**src/rtl/serial_pkg.sv**
```systemverilog
// Shared definitions for the serial shift chain (serializer and deserializer):
// FSM state encoding, default word width and the even-parity helper.
package serial_pkg;

    // Two-state framing FSM shared by both ends of the chain
    typedef enum logic {
        IDLE  = 1'b0,
        SHIFT = 1'b1
    } state_e;

    localparam int DEFAULT_WIDTH = 8;

    // Widest word the parity helper accepts; callers zero-extend narrower words,
    // which leaves the XOR unchanged.
    localparam int PARITY_MAX_W = 64;

    // Even parity: XOR of all data bits, so data plus parity has an even count of ones
    function automatic logic even_parity(input logic [PARITY_MAX_W-1:0] data);
        return ^data;
    endfunction

endpackage

```
**src/rtl/serial_bit_counter.sv**
```systemverilog
// Bit-position counter for serial framing. Counts 0..MAX while enabled, wraps
// to 0 after MAX, and flags the terminal count combinationally.
module serial_bit_counter #(
    parameter int MAX = 7,
    parameter int CW  = $clog2(MAX + 1)
) (
    input  logic          clk,
    input  logic          rst_n,
    input  logic          clear,
    input  logic          enable,
    output logic [CW-1:0] count,
    output logic          tc
);

    logic [CW-1:0] count_q;
    logic [CW-1:0] count_d;

    assign tc    = (count_q == CW'(MAX));
    assign count = count_q;

    // Next count: clear wins over enable, wrap to zero after the terminal count
    always_comb begin
        count_d = count_q;
        if (clear) begin
            count_d = '0;
        end else if (enable) begin
            if (tc) begin
                count_d = '0;
            end else begin
                count_d = count_q + CW'(1);
            end
        end
    end

    // Counter register
    always_ff @(posedge clk or negedge rst_n) begin
        if (!rst_n) begin
            count_q <= '0;
        end else begin
            count_q <= count_d;
        end
    end

endmodule

```
**src/rtl/piso_serializer.sv**
```systemverilog
// Parallel-in serial-out front end of the serial shift chain. Takes a WIDTH-bit
// word over valid/ready and emits it one bit per clock on dout, with gapless
// back-to-back frames when a new word is offered on the final-bit cycle.
// Optional feature macro PISO_PARITY_EN: appends one even-parity bit after the
// data bits and moves dout_last onto it.
module piso_serializer
    import serial_pkg::*;
#(
    parameter int WIDTH     = DEFAULT_WIDTH,
    parameter int MSB_FIRST = 1
) (
    input  logic             clk,
    input  logic             rst_n,
    input  logic             load_valid,
    output logic             load_ready,
    input  logic [WIDTH-1:0] load_data,
    output logic             dout,
    output logic             dout_valid,
    output logic             dout_last
);

`ifdef PISO_PARITY_EN
    localparam int FRAME_LEN = WIDTH + 1;
`else
    localparam int FRAME_LEN = WIDTH;
`endif
    localparam int CNT_W = $clog2(WIDTH + 1);

    state_e           state_q, state_d;
    logic [WIDTH-1:0] shreg_q, shreg_d;
    logic             dout_q, dout_d;
    logic             dout_valid_q, dout_valid_d;
    logic             dout_last_q, dout_last_d;
`ifdef PISO_PARITY_EN
    logic             parity_q, parity_d;
`endif

    logic [CNT_W-1:0] bit_cnt;
    logic             cnt_tc;
    logic             final_bit;
    logic             accept;

    // bit_cnt is the frame index of the bit currently on dout
    serial_bit_counter #(
        .MAX (FRAME_LEN - 1),
        .CW  (CNT_W)
    ) u_bit_counter (
        .clk    (clk),
        .rst_n  (rst_n),
        .clear  (accept),
        .enable (state_q == SHIFT),
        .count  (bit_cnt),
        .tc     (cnt_tc)
    );

    // A word may only be taken when idle or while the last bit is leaving,
    // which is what allows gapless back-to-back frames.
    assign final_bit  = (state_q == SHIFT) && cnt_tc;
    assign load_ready = (state_q == IDLE) || final_bit;
    assign accept     = load_valid && load_ready;

    // Next-state and next-output logic; the line parks low whenever no bit is live
    always_comb begin
        state_d      = state_q;
        shreg_d      = shreg_q;
        dout_d       = 1'b0;
        dout_valid_d = 1'b0;
        dout_last_d  = 1'b0;
`ifdef PISO_PARITY_EN
        parity_d     = parity_q;
`endif
        if (accept) begin
            // First bit goes straight to dout; the rest waits in the shift register
            state_d      = SHIFT;
            dout_valid_d = 1'b1;
            if (MSB_FIRST != 0) begin
                dout_d  = load_data[WIDTH-1];
                shreg_d = load_data << 1;
            end else begin
                dout_d  = load_data[0];
                shreg_d = load_data >> 1;
            end
`ifdef PISO_PARITY_EN
            parity_d = even_parity(PARITY_MAX_W'(load_data));
`endif
        end else if (state_q == SHIFT && !cnt_tc) begin
            dout_valid_d = 1'b1;
            dout_last_d  = (bit_cnt == CNT_W'(FRAME_LEN - 2));
`ifdef PISO_PARITY_EN
            if (bit_cnt == CNT_W'(WIDTH - 1)) begin
                dout_d = parity_q;
            end else
`endif
            begin
                if (MSB_FIRST != 0) begin
                    dout_d  = shreg_q[WIDTH-1];
                    shreg_d = shreg_q << 1;
                end else begin
                    dout_d  = shreg_q[0];
                    shreg_d = shreg_q >> 1;
                end
            end
        end else if (state_q == SHIFT) begin
            // Final bit leaving with no follow-on word
            state_d = IDLE;
        end
    end

    // FSM state, shift register and registered serial outputs
    always_ff @(posedge clk or negedge rst_n) begin
        if (!rst_n) begin
            state_q      <= IDLE;
            shreg_q      <= '0;
            dout_q       <= 1'b0;
            dout_valid_q <= 1'b0;
            dout_last_q  <= 1'b0;
`ifdef PISO_PARITY_EN
            parity_q     <= 1'b0;
`endif
        end else begin
            state_q      <= state_d;
            shreg_q      <= shreg_d;
            dout_q       <= dout_d;
            dout_valid_q <= dout_valid_d;
            dout_last_q  <= dout_last_d;
`ifdef PISO_PARITY_EN
            parity_q     <= parity_d;
`endif
        end
    end

    assign dout       = dout_q;
    assign dout_valid = dout_valid_q;
    assign dout_last  = dout_last_q;

endmodule

```
**config.mk**
```make
export PLATFORM = sky130hd
export DESIGN_NAME = piso_serializer
export DESIGN_NICKNAME = d
export VERILOG_FILES = /design/src/rtl/serial_pkg.sv /design/src/rtl/serial_bit_counter.sv /design/src/rtl/piso_serializer.sv
export SDC_FILE = /design/constraint.sdc
export NUM_CORES = 1
export LEC_CHECK = 0
export BUFFER_PORTS_ARGS = -buffer_cell sky130_fd_sc_hd__buf_2
export CAP_MARGIN = 0
export CELL_PAD_IN_SITES_DETAIL_PLACEMENT = 1
export CELL_PAD_IN_SITES_GLOBAL_PLACEMENT = 1
export CORE_ASPECT_RATIO = 0.7
export CORE_MARGIN = 10
export CORE_UTILIZATION = 25
export CTS_BUF_LIST = sky130_fd_sc_hd__clkbuf_4 sky130_fd_sc_hd__clkbuf_8
export CTS_CLUSTER_DIAMETER = 50
export DETAILED_ROUTE_END_ITERATION = 10
export GPL_TIMING_DRIVEN = 0
export PLACE_DENSITY_LB_ADDON = 0.1
export RECOVER_POWER = 25
export SLEW_MARGIN = 20
export SYNTH_ARGS = -nofsm -noshare
export SYNTH_HDL_FRONTEND = slang
export SYNTH_HIERARCHICAL = 1
export SYNTH_SLANG_ARGS = --single-unit
```
**constraint.sdc**
```tcl
create_clock -name clk -period 1.8 [get_ports clk]
set_input_delay 0.18 -clock clk [delete_from_list [all_inputs] [get_ports clk]]
set_output_delay 0.18 -clock clk [all_outputs]
set_load 0.03 [all_outputs]
```
==> out/results.txt <==
Crit path DAT = 1.43 ns
Post-synth EDFFs = 0
Fraction of registers with async set or reset after synthesis = 1.00
DIE HEIGHT = 66.1 µm
Dpl cells = 105
Post-synth top flop = dfrtp_1
Clock transition at path regs = 0.06 ns
CTS tree = built
WL per Instance = 13.3 µm
Post-synth cell types = 23
CTS Root Cell = clkbuf_8
Critical path class = reg -> out
First-pass GRT wire length = 2.77 mm
CTS sink count = 15
Pwr dens = 1500 mW/mm²
DRT Wirelength = 1.51 mm
# rows = 16
Pre-CTS setup slack = -0.154 ns
Share of layout cells above drive strength 1 = 0.506
GP Congestion = 0.609
F_max = 620 MHz
Worst-Margin Slew = 0.861 ns
Placed wire-length estimate = 1.11 mm
ANT cells = 0
PnR worst setup slack = 0.188 ns
Iter 0 DRT Violations = 3
Total power = 1.45 mW
Yosys warnings = 6
Post-route DRC = 0
Worst R2R Start = u_bit_counter/count[0]$_DFFE_PN0P_
CP max FO = 8
M2 GR Usage = 0.0917
R2R Path End = u_bit_counter/count[3]$_DFFE_PN0P_
Worst EP required = 1.62 ns
Seq/Total Area, Yosys = 0.494
Initial antenna violation count = 0
Initial Util = 0.267
Hold endpoint = dout$_DFF_PN0_
Setup-failing EPs final = 0
Number of H-tree levels = 1
CTS Buf Count = 3
CP startpoint kind = flop
DR vias = 497
Tmin final = 1.61 ns
CORE AREA = 0.00284 mm²
Final Hold Fails = 0
Commonest cells in the netlist = dfrtp_1, mux2_4, nor2_1
Nets@finish = 90
P&R area growth vs syn = 27.2%
Rel. slew slack = 0.426
Die area = 0.00568 mm²
Max Slew Vio Count = 0
Port bufs = 14
Status = finished clean
Die X = 85.9 µm
RSZ-0062 raised after global routing = false
Pin count of the biggest net entering global routing = 16
Hold Path Origin = load_data[7]
Final Util = 0.340
Met3 Usage GRT = 0.0406
Clock skew = 0.00187 ns
# Max-Cap Violations = 0
Non-filler cells, final = 113
Detailed Routing Iterations Pass 1 = 2
Skew-Pair Late Insertion Delay = 0.24 ns
Avg Vias per Cell = 4.40
Synth Instances = 55
R2R depth = 7
Final period util = 0.896
Yosys top cell by area = dfrtp_1
Leakage = 0.476 nW
Syn Nets = 67
Worst reg-to-reg setup slack = 0.20 ns
Top-Level Pins = 15
Gr ovfl total = 0
Synth area leaders = dfrtp_1, mux2_4, mux2_1
Clk buf depth = 2
Mapped Area = 759 µm²
WHS Path Cells = 3
Syn Area/Cell = 13.8 µm²
GRT Overall Usage = 0.0621
CP Capture Type = output port
Worst hold path class = in -> reg
Busiest grt layer = met2
Most frequent cell after synthesis = dfrtp_1
ANT nets after route = 0
Max rail drop VDD = 0.475 mV
Area share of the largest cell type after synthesis = 0.494
Vias in the first global route = 570
Met1 Usage GRT = 0.0695
Synthesized flop and latch total = 15
placed cells by master (no fill, tap or decap), types with 2 or more instances in the layout:
master / netlist / layout
dfrtp_1: 15 / 14
mux2_4: 11 / 11
mux2i_1: 2 / 2
buf_2: 1 / 12
nand2b_1: 2 / 2
nand3b_1: 2 / 2
mux2_1: 2 / 2
buf_4: 0 / 4
clkbuf_4: 0 / 2
nor2_1: 3 / 3
inv_1: 2 / 2
clkbuf_8: 0 / 3
registers in the layout, indices dropped and copies added (netlist names):
name and count:
u_bit_counter/count 4, dout_valid 1, dout 1, dout_last 1
shreg_q 7, state_q 1
per-stage QoR:
stage	TNS (ns)	hold slack, ns	instance area, µm²
finish	0	0.178	966
global route	0	0.192	966
CTS	0	0.173	932
detailed placement	-0.231	0.122	877
global placement	-0.243	0.119	877
floorplan	0	-0.116	762
power by group:
part | leakage (nW) | switching [mW] | total, mW | internal (mW)
clock network | 0.0262 | 0.111 | 0.282 | 0.172
logic | 0.263 | 0.251 | 0.613 | 0.362
registers | 0.188 | 0.0942 | 0.558 | 0.464
total | 0.476 | 0.456 | 1.45 | 0.998
kinds of logic after synthesis:
group	count (synthesis)	synth area share
AO/OA/AOI/OAI	3	0.0313
adder cells (fa/ha/maj)	1	0.0165
buffers and inverters	4	0.0313
flip-flops	15	0.494
multiplexers	16	0.288
AND/OR/NAND/NOR	16	0.138
repair_timing:
action / CTS / global route
resized for setup: 2 / 3
hold endpoints to repair: 15 / 0
setup buffers: 0 / 4
gates cloned: 0 / 0
hold buffers: 1 / 0
endpoints found under the setup margin: 3 / 3
worst max path at each step:
stage                                  startpoint                            endpoint  slack [ns]  depth (start not counted)
2_1_floorplan  u_bit_counter/count[0]$_DFFE_PN0P_  u_bit_counter/count[3]$_DFFE_PN0P_        0.04                          8
3_3_place_gp   u_bit_counter/count[0]$_DFFE_PN0P_  u_bit_counter/count[3]$_DFFE_PN0P_       -0.15                          8
3_5_place_dp   u_bit_counter/count[0]$_DFFE_PN0P_  u_bit_counter/count[3]$_DFFE_PN0P_       -0.15                          8
4_1_cts        u_bit_counter/count[0]$_DFFE_PN0P_  u_bit_counter/count[3]$_DFFE_PN0P_        0.03                          7
5_1_grt        u_bit_counter/count[0]$_DFFE_PN0P_  u_bit_counter/count[3]$_DFFE_PN0P_        0.08                          7
6_report       u_bit_counter/count[0]$_DFFE_PN0P_                          load_ready        0.19                          5
worst max-delay path, cell delays in order, from the launching register on:
cell and delay, ns:
dfrtp_2 0.43, ha_2 0.22, nand3b_1 0.12, inv_1 0.05, nand2b_4 0.17, clkbuf_4 0.20
metal layers:
| layer | wire [µm] | share of wire | vias up |
|---|---|---|---|
| li1 | - | - | 234 |
| met5 | 0 | 0 | - |
| met4 | 22 | 0.015 | 0 |
| met1 | 708 | 0.47 | 245 |
| met3 | 130 | 0.086 | 4 |
| met2 | 645 | 0.43 | 14 |
layout make-up:
cell class / instances / area, µm²
Multi-Input combinational cell: 36 / 365
Sequential cell: 15 / 377
Buffer: 1 / 11.3
Tap cell: 36 / 45.0
Timing Repair Buffer: 19 / 111
Clock buffer: 4 / 48.8
Inverter: 2 / 7.51
Fill cell: 323 / 1880
Power figures use the tool's default switching activity.
